<file path="config.mk">
export PLATFORM = sky130hd
export DESIGN_NAME = mmu_tlb_walker_flat
export DESIGN_NICKNAME = d
export VERILOG_FILES = /design/src/rtl/mmu_tlb_walker_if.sv /design/src/rtl/mmu_tlb_walker.sv /design/src/flat_wrapper.sv
export SDC_FILE = /design/constraint.sdc
export NUM_CORES = 1
export LEC_CHECK = 0
export ABC_AREA = 1
export BUFFER_PORTS_ARGS = -buffer_cell sky130_fd_sc_hd__buf_4
export CORE_MARGIN = 2
export CORE_UTILIZATION = 40
export DETAILED_ROUTE_END_ITERATION = 7
export GPL_ROUTABILITY_DRIVEN = 0
export HOLD_SLACK_MARGIN = 0.02
export REMOVE_ABC_BUFFERS = 1
export SYNTH_ARGS = -nofsm -noshare
export SYNTH_HDL_FRONTEND = slang
export SYNTH_SLANG_ARGS = --single-unit
export TNS_END_PERCENT = 30
</file>
<file path="constraint.sdc">
create_clock -name clk -period 12.7 [get_ports clk]
set_input_delay 2.54 -clock clk [delete_from_list [all_inputs] [get_ports clk]]
set_output_delay 2.54 -clock clk [all_outputs]
set_load 0.02 [all_outputs]
</file>
<file path="src/rtl/mmu_tlb_walker_if.sv">
// CPU load/store port and memory bus of the MMU, bundled as one interface.
// slave: the MMU's view. master: the environment (CPU and memory) driving it.
interface mmu_tlb_walker_if #(
    parameter int ADDR_W = 32,
    parameter int DATA_W = 32
);
    logic [ADDR_W-1:0] cpu_address;
    logic              cpu_read;
    logic              cpu_write;
    logic [DATA_W-1:0] cpu_write_data;
    logic              cpu_ready;
    logic              cpu_read_valid;
    logic [DATA_W-1:0] cpu_read_data;
    logic              cpu_write_done;
    logic              cpu_fault;
    logic [ADDR_W-1:0] cpu_fault_addr;

    logic              mem_read;
    logic              mem_write;
    logic [ADDR_W-1:0] mem_address;
    logic [DATA_W-1:0] mem_write_data;
    logic [DATA_W-1:0] mem_read_data;
    logic              mem_ready;

    modport slave (
        input  cpu_address, cpu_read, cpu_write, cpu_write_data,
        output cpu_ready, cpu_read_valid, cpu_read_data, cpu_write_done,
        output cpu_fault, cpu_fault_addr,
        output mem_read, mem_write, mem_address, mem_write_data,
        input  mem_read_data, mem_ready
    );

    modport master (
        output cpu_address, cpu_read, cpu_write, cpu_write_data,
        input  cpu_ready, cpu_read_valid, cpu_read_data, cpu_write_done,
        input  cpu_fault, cpu_fault_addr,
        input  mem_read, mem_write, mem_address, mem_write_data,
        output mem_read_data, mem_ready
    );
endinterface

</file>
<file path="src/rtl/mmu_tlb_walker.sv">
// Blocking MMU: fully associative round-robin TLB plus single-level page table walker.
// Optional feature macro MMU_WRITE_PROTECT_EN: writes to non-writable pages fault.
module mmu_tlb_walker #(
    parameter int ADDR_W      = 32,
    parameter int DATA_W      = 32,
    parameter int PAGE_BITS   = 12,
    parameter int TLB_ENTRIES = 8
) (
    input  logic              clk,
    input  logic              reset,
    mmu_tlb_walker_if.slave   io,
    input  logic              translate_en,
    input  logic [ADDR_W-1:0] pt_base,
    input  logic              tlb_flush
);
    localparam int VPN_W = ADDR_W - PAGE_BITS;
    localparam int IDX_W = $clog2(TLB_ENTRIES);

    localparam logic [1:0] S_IDLE   = 2'd0;
    localparam logic [1:0] S_XLATE  = 2'd1;
    localparam logic [1:0] S_WALK   = 2'd2;
    localparam logic [1:0] S_ACCESS = 2'd3;

    logic [1:0]        state;
    logic [IDX_W-1:0]  rr_ptr;
    logic [TLB_ENTRIES-1:0] tlb_vld;
    logic [VPN_W-1:0]  tlb_vpn [TLB_ENTRIES];
    logic [VPN_W-1:0]  tlb_ppn [TLB_ENTRIES];
`ifdef MMU_WRITE_PROTECT_EN
    logic              tlb_wr  [TLB_ENTRIES];
`endif

    logic [ADDR_W-1:0] req_va;
    logic [DATA_W-1:0] req_wdata;
    logic              req_wr;
    logic [ADDR_W-1:0] pa;
    logic [ADDR_W-1:0] walk_addr;

    logic              read_valid_r;
    logic              write_done_r;
    logic              fault_r;
    logic [DATA_W-1:0] read_data_r;
    logic [ADDR_W-1:0] fault_addr_r;

    logic              req_take;
    logic [VPN_W-1:0]  req_vpn;
    logic              hit;
    logic [IDX_W-1:0]  hit_idx;
    logic [VPN_W-1:0]  hit_ppn;
    logic [VPN_W-1:0]  pte_ppn;
    logic              pte_valid;
    logic              hit_wp_fault;
    logic              walk_wp_fault;
    logic              fill_en;

    assign req_take  = io.cpu_read | io.cpu_write;
    assign req_vpn   = req_va[ADDR_W-1:PAGE_BITS];
    assign pte_ppn   = io.mem_read_data[DATA_W-1:PAGE_BITS];
    assign pte_valid = io.mem_read_data[0];
    assign hit_ppn   = tlb_ppn[hit_idx];
    assign fill_en   = (state == S_WALK) && io.mem_ready && pte_valid;

    always_comb begin
        hit     = 1'b0;
        hit_idx = '0;
        for (int i = 0; i < TLB_ENTRIES; i++) begin
            if (tlb_vld[i] && (tlb_vpn[i] == req_vpn)) begin
                hit     = 1'b1;
                hit_idx = IDX_W'(i);
            end
        end
    end

`ifdef MMU_WRITE_PROTECT_EN
    assign hit_wp_fault  = req_wr && !tlb_wr[hit_idx];
    assign walk_wp_fault = req_wr && !io.mem_read_data[1];
`else
    assign hit_wp_fault  = 1'b0;
    assign walk_wp_fault = 1'b0;
`endif

    // Request, translation and TLB payload registers: qualified by state, never reset.
    always_ff @(posedge clk) begin
        if (state == S_IDLE && req_take) begin
            req_va    <= io.cpu_address;
            req_wdata <= io.cpu_write_data;
            req_wr    <= io.cpu_write;
        end
        if (state == S_XLATE) begin
            walk_addr <= pt_base + ADDR_W'({req_vpn, 2'b00});
            pa        <= translate_en ? {hit_ppn, req_va[PAGE_BITS-1:0]} : req_va;
        end
        if (state == S_WALK && io.mem_ready) begin
            pa <= {pte_ppn, req_va[PAGE_BITS-1:0]};
        end
        if (fill_en) begin
            tlb_vpn[rr_ptr] <= req_vpn;
            tlb_ppn[rr_ptr] <= pte_ppn;
`ifdef MMU_WRITE_PROTECT_EN
            tlb_wr[rr_ptr]  <= io.mem_read_data[1];
`endif
        end
    end

    // Control state; a flush overrides a same-edge fill of the valid bit and pointer.
    always_ff @(posedge clk or posedge reset) begin
        if (reset) begin
            state        <= S_IDLE;
            rr_ptr       <= '0;
            tlb_vld      <= '0;
            read_valid_r <= 1'b0;
            write_done_r <= 1'b0;
            fault_r      <= 1'b0;
            read_data_r  <= '0;
            fault_addr_r <= '0;
        end else begin
            read_valid_r <= 1'b0;
            write_done_r <= 1'b0;
            fault_r      <= 1'b0;
            case (state)
                S_IDLE: begin
                    if (req_take) state <= S_XLATE;
                end
                S_XLATE: begin
                    if (!translate_en) begin
                        state <= S_ACCESS;
                    end else if (hit) begin
                        if (hit_wp_fault) begin
                            fault_r      <= 1'b1;
                            fault_addr_r <= req_va;
                            state        <= S_IDLE;
                        end else begin
                            state <= S_ACCESS;
                        end
                    end else begin
                        state <= S_WALK;
                    end
                end
                S_WALK: begin
                    if (io.mem_ready) begin
                        if (pte_valid) begin
                            tlb_vld[rr_ptr] <= 1'b1;
                            rr_ptr          <= rr_ptr + IDX_W'(1);
                        end
                        if (!pte_valid || walk_wp_fault) begin
                            fault_r      <= 1'b1;
                            fault_addr_r <= req_va;
                            state        <= S_IDLE;
                        end else begin
                            state <= S_ACCESS;
                        end
                    end
                end
                S_ACCESS: begin
                    if (io.mem_ready) begin
                        if (req_wr) begin
                            write_done_r <= 1'b1;
                        end else begin
                            read_valid_r <= 1'b1;
                            read_data_r  <= io.mem_read_data;
                        end
                        state <= S_IDLE;
                    end
                end
                default: state <= S_IDLE;
            endcase
            if (tlb_flush) begin
                tlb_vld <= '0;
                rr_ptr  <= '0;
            end
        end
    end

    assign io.cpu_ready      = (state == S_IDLE);
    assign io.cpu_read_valid = read_valid_r;
    assign io.cpu_read_data  = read_data_r;
    assign io.cpu_write_done = write_done_r;
    assign io.cpu_fault      = fault_r;
    assign io.cpu_fault_addr = fault_addr_r;

    assign io.mem_read       = (state == S_WALK) || (state == S_ACCESS && !req_wr);
    assign io.mem_write      = (state == S_ACCESS) && req_wr;
    assign io.mem_address    = (state == S_WALK)   ? walk_addr :
                               (state == S_ACCESS) ? pa : '0;
    assign io.mem_write_data = (state == S_ACCESS && req_wr) ? req_wdata : '0;
endmodule

</file>
<file path="src/flat_wrapper.sv">
// flat-port wrapper written by rule: the top's interface ports become plain ports
module mmu_tlb_walker_flat 
#(
    parameter int ADDR_W      = 32,
    parameter int DATA_W      = 32,
    parameter int PAGE_BITS   = 12,
    parameter int TLB_ENTRIES = 8
)
  (clk, reset, translate_en, pt_base, tlb_flush, io_cpu_address, io_cpu_read, io_cpu_write, io_cpu_write_data, io_cpu_ready, io_cpu_read_valid, io_cpu_read_data, io_cpu_write_done, io_cpu_fault, io_cpu_fault_addr, io_mem_read, io_mem_write, io_mem_address, io_mem_write_data, io_mem_read_data, io_mem_ready);
  mmu_tlb_walker_if #(.ADDR_W(ADDR_W), .DATA_W(DATA_W)) io_i ();
  input  logic clk;
  input  logic reset;
  input  logic translate_en;
  input  logic [ADDR_W-1:0] pt_base;
  input  logic tlb_flush;
  input wire logic [$bits(io_i.cpu_address)-1:0] io_cpu_address;
  input wire logic [$bits(io_i.cpu_read)-1:0] io_cpu_read;
  input wire logic [$bits(io_i.cpu_write)-1:0] io_cpu_write;
  input wire logic [$bits(io_i.cpu_write_data)-1:0] io_cpu_write_data;
  output wire logic [$bits(io_i.cpu_ready)-1:0] io_cpu_ready;
  output wire logic [$bits(io_i.cpu_read_valid)-1:0] io_cpu_read_valid;
  output wire logic [$bits(io_i.cpu_read_data)-1:0] io_cpu_read_data;
  output wire logic [$bits(io_i.cpu_write_done)-1:0] io_cpu_write_done;
  output wire logic [$bits(io_i.cpu_fault)-1:0] io_cpu_fault;
  output wire logic [$bits(io_i.cpu_fault_addr)-1:0] io_cpu_fault_addr;
  output wire logic [$bits(io_i.mem_read)-1:0] io_mem_read;
  output wire logic [$bits(io_i.mem_write)-1:0] io_mem_write;
  output wire logic [$bits(io_i.mem_address)-1:0] io_mem_address;
  output wire logic [$bits(io_i.mem_write_data)-1:0] io_mem_write_data;
  input wire logic [$bits(io_i.mem_read_data)-1:0] io_mem_read_data;
  input wire logic [$bits(io_i.mem_ready)-1:0] io_mem_ready;
  assign io_i.cpu_address = io_cpu_address;
  assign io_i.cpu_read = io_cpu_read;
  assign io_i.cpu_write = io_cpu_write;
  assign io_i.cpu_write_data = io_cpu_write_data;
  assign io_cpu_ready = io_i.cpu_ready;
  assign io_cpu_read_valid = io_i.cpu_read_valid;
  assign io_cpu_read_data = io_i.cpu_read_data;
  assign io_cpu_write_done = io_i.cpu_write_done;
  assign io_cpu_fault = io_i.cpu_fault;
  assign io_cpu_fault_addr = io_i.cpu_fault_addr;
  assign io_mem_read = io_i.mem_read;
  assign io_mem_write = io_i.mem_write;
  assign io_mem_address = io_i.mem_address;
  assign io_mem_write_data = io_i.mem_write_data;
  assign io_i.mem_read_data = io_mem_read_data;
  assign io_i.mem_ready = io_mem_ready;
  mmu_tlb_walker #(.ADDR_W(ADDR_W), .DATA_W(DATA_W), .PAGE_BITS(PAGE_BITS), .TLB_ENTRIES(TLB_ENTRIES)) u_core (.clk(clk), .reset(reset), .io(io_i), .translate_en(translate_en), .pt_base(pt_base), .tlb_flush(tlb_flush));
endmodule
</file>
==> run summary <==
P_leak = 12.62 nW
CP Class = primary input to flip-flop
Post-CTS Hold Fix Bufs = 0
EDFF count, synth = 449
Clock Tree Root = clkbuf_16
Worst setup EP type = flip-flop
area of the die = 63660 µm²
fraction of layout cells with a size suffix above 1 = 17.00%
total gr overflow = 0
Die Y = 252.3 µm
Pwr Density = 192.6 nW/µm²
DP HPWL = 46300 µm
highest routed layer = met4
setup_tns = 0 ns
max-slew violations = 0
DR vias = 18390
Critical Path Fanout Max = 52
max incr delay on CP = 1.00 ns
met3 wire length = 5572 µm
antenna-violating nets left = 0
Post-Route M1 WL = 30200 µm
RSZ-0062 raised after global routing = no
synthesized area = 24660 µm²
gr usage total = 22.14%
cts bufs inserted = 58
DRT Pass-1 Iters = 5
Worst path slowest cell = nor2_1
post-CTS setup buffers = 0
vias in the first global route = 18070
die width = 252.3 µm
Final Util = 47.96%
cells after synthesis = 2423
Skew-Pair Late Insertion Delay = 0.63 ns
CP Cell Sequence = buf_4 > inv_1 > nor2_1 > inv_1 > nor2_1 > inv_2 > o21ai_0
sequential element share of the synthesized area = 62.79%
final hold vios = 0
CP Launch Type = primary input
CTS H-tree depth = 2
DRT Wirelength = 71290 µm
Fmax achieved = 179.3 MHz
synthesized area per cell = 10.18 µm²
CTS tree = yes
area delta synth->final = 19.36%
warnings from Yosys = 0
min Tclk post-route = 5.576 ns
#FFs+latches synth = 529
Starting Density = 40.18%
# IOs = 269
Worst-path clk slew = 0.06 ns
CTS-repair resized insts = 0
status = finished, final reports clean
Port Buffers = 268
global-route wire length before repair = 107200 µm
drt drc = 0
final-report setup violation count = 0
Hold Path Depth = 0
initial antenna violation count = 2
CP required = 13.21 ns
top_reg_cell synth = edfxtp_1
Placeable Area = 61370 µm²
Max-Slew Margin vs Limit = 21.09%
Clock Sink Count = 529
Async S/R FF share, synth = 15.12%
DR iter-0 viols = 1730
Max-Cap Viols = 0
DR WL met2 = 33690 µm
Final #Nets = 2855
Synth cell types = 52
CP arrival = 6.09 ns
row count = 91
worst hold path type = flip-flop to flip-flop
ratio of routed vias to standard cells = 5.196
Tcrit/Tclk final = 43.90%
largest net degree at the start of global routing = 84
worst IR drop on VDD = 153.6 µV
Longest Clk Path Bufs = 3
Fillers = 5605
R2R cell count = 13
Worst-Margin Slew = 1.182 ns
DR WL/cell = 20.14 µm
Layout Skew = 0.03477 ns
## Yosys cell counts (all sizes together) (26+ instances only)
| cell type | number | area, µm² |
|---|---|---|
| inv | 305 | 1150 |
| edfxtp | 449 | 13480 |
| xnor2 | 41 | 359.1 |
| a21oi | 42 | 232.7 |
| buf | 64 | 466.7 |
| nor2 | 232 | 875.8 |
| a22o | 32 | 280.3 |
| xor2 | 39 | 341.6 |
| nand4 | 26 | 162.7 |
| nand2 | 631 | 2420 |
| nand3b | 64 | 480.5 |
| dfrtp | 80 | 2002 |
| o21ai | 93 | 465.4 |
| clkbuf | 27 | 101.4 |
| nand3 | 182 | 933.4 |
## cells by family after synthesis
| logic type | after synthesis | synth area share [%] |
|---|---|---|
| AOI/OAI and AO/OA | 191 | 4.729 |
| xor gates and xnor gates | 80 | 2.841 |
| buffers and inverters | 398 | 6.996 |
| and+or+nand+nor | 1203 | 21.50 |
| adders and majority gates | 22 | 1.147 |
| DFF | 529 | 62.79 |
## cell usage in the layout (no fill, tap or decap), drive strengths merged, types with 2 or more instances in the layout
cell and count:
nor2 232, clkinv 17, dfrtp 80, o221ai 2, a31oi 2, a21o 2
and3 3, o21a 2, nor3b 6, nand4 26, diode 2, bufinv 4
xor2 39, xnor2 41, inv 309, nand3b 64, a211oi 2, nand2 631
or2 24, edfxtp 449, clkbuf 80, buf 306, ha 21, o22ai 4
nor4 12, a22o 32, o2111ai 6, a21oi 42, clkinvlp 6, nor3 23
a21boi 2, nand3 182, o21ai 93
## stage by stage
step	setup WS (ns)	power (mW)	cell area (µm²)	instances	hold slack, ns
5_1_grt	6.748	5.915	29440	3539	0.4646
6_report	7.124	5.670	29440	3539	0.4493
3_3_place_gp	6.817	3.959	27460	3427	0.4303
2_1_floorplan	5.140	3.250	24090	2332	0.4268
3_5_place_dp	6.587	3.985	27460	3427	0.4360
4_1_cts	6.890	5.691	29400	3536	0.4493
## final timing paths
check | from | end | slack [ns]
max | io_mem_ready | u_core.io.cpu_fault_addr[14]$_DFFE_PP0P_ | 7.12
min | u_core.req_va[10]$_DFFE_PP_ | u_core.pa[10]$_DFFE_PP_ | 0.45
max reg2reg | u_core.req_va[23]$_DFFE_PP_ | u_core.pa[20]$_DFFE_PP_ | 8.12
min reg2reg | u_core.req_va[10]$_DFFE_PP_ | u_core.pa[10]$_DFFE_PP_ | 0.45
max in group asynchronous | reset | u_core.io.cpu_fault_addr[0]$_DFFE_PP0P_ | 9.57
min in group asynchronous | reset | u_core.io.cpu_read_data[0]$_DFFE_PP0P_ | 1.99
## sequential cells by signal (all words and copies together) (netlist names)
signal,flops
u_core.rr_ptr,3
u_core.io.cpu_fault,1
u_core.io.cpu_write_done,1
u_core.io.cpu_fault_addr,32
u_core.io.cpu_read_valid,1
u_core.io.cpu_read_data,32
u_core.state,2
u_core.pa,32
u_core.req_va,32
u_core.tlb_ppn,160
u_core.req_wdata,32
u_core.req_wr,1
u_core.tlb_vpn,160
u_core.tlb_vld,8
u_core.walk_addr,32
## area by class of cell
type / count / area, µm² / share of cell area, %
diodes: 2 / 5.005 / 0.01700
clock buffers: 80 / 1659 / 5.636
clock inverters: 29 / 287.8 / 0.9776
inverters: 307 / 1160 / 3.940
multi-input cells: 1496 / 7533 / 25.59
flip-flops and latches: 529 / 15480 / 52.61
well taps: 790 / 988.4 / 3.358
repair buffers: 306 / 2317 / 7.872
## critical path: cells and delay by family
kind            cells  cell delay (ns)
simple gates        2             1.62
compound gates      1             0.35
buf+inv             4             1.51
## where the power goes
part	total [mW]	internal [mW]	switching (mW)	leakage (nW)
Sequential	2.37	2.24	0.129	5.11
Combinational	1.59	0.535	1.06	6.57
Clock	1.71	0.998	0.712	0.940
Total	5.67	3.77	1.90	12.6
## routing by layer
metal / vias to the layer above / track usage [%]
met5: - / 0
met2: 750 / 36.88
met4: 0 / 6.306
met3: 122 / 3.780
li1: 8606 / -
met1: 8912 / 29.82
Power figures use the tool's default switching activity.
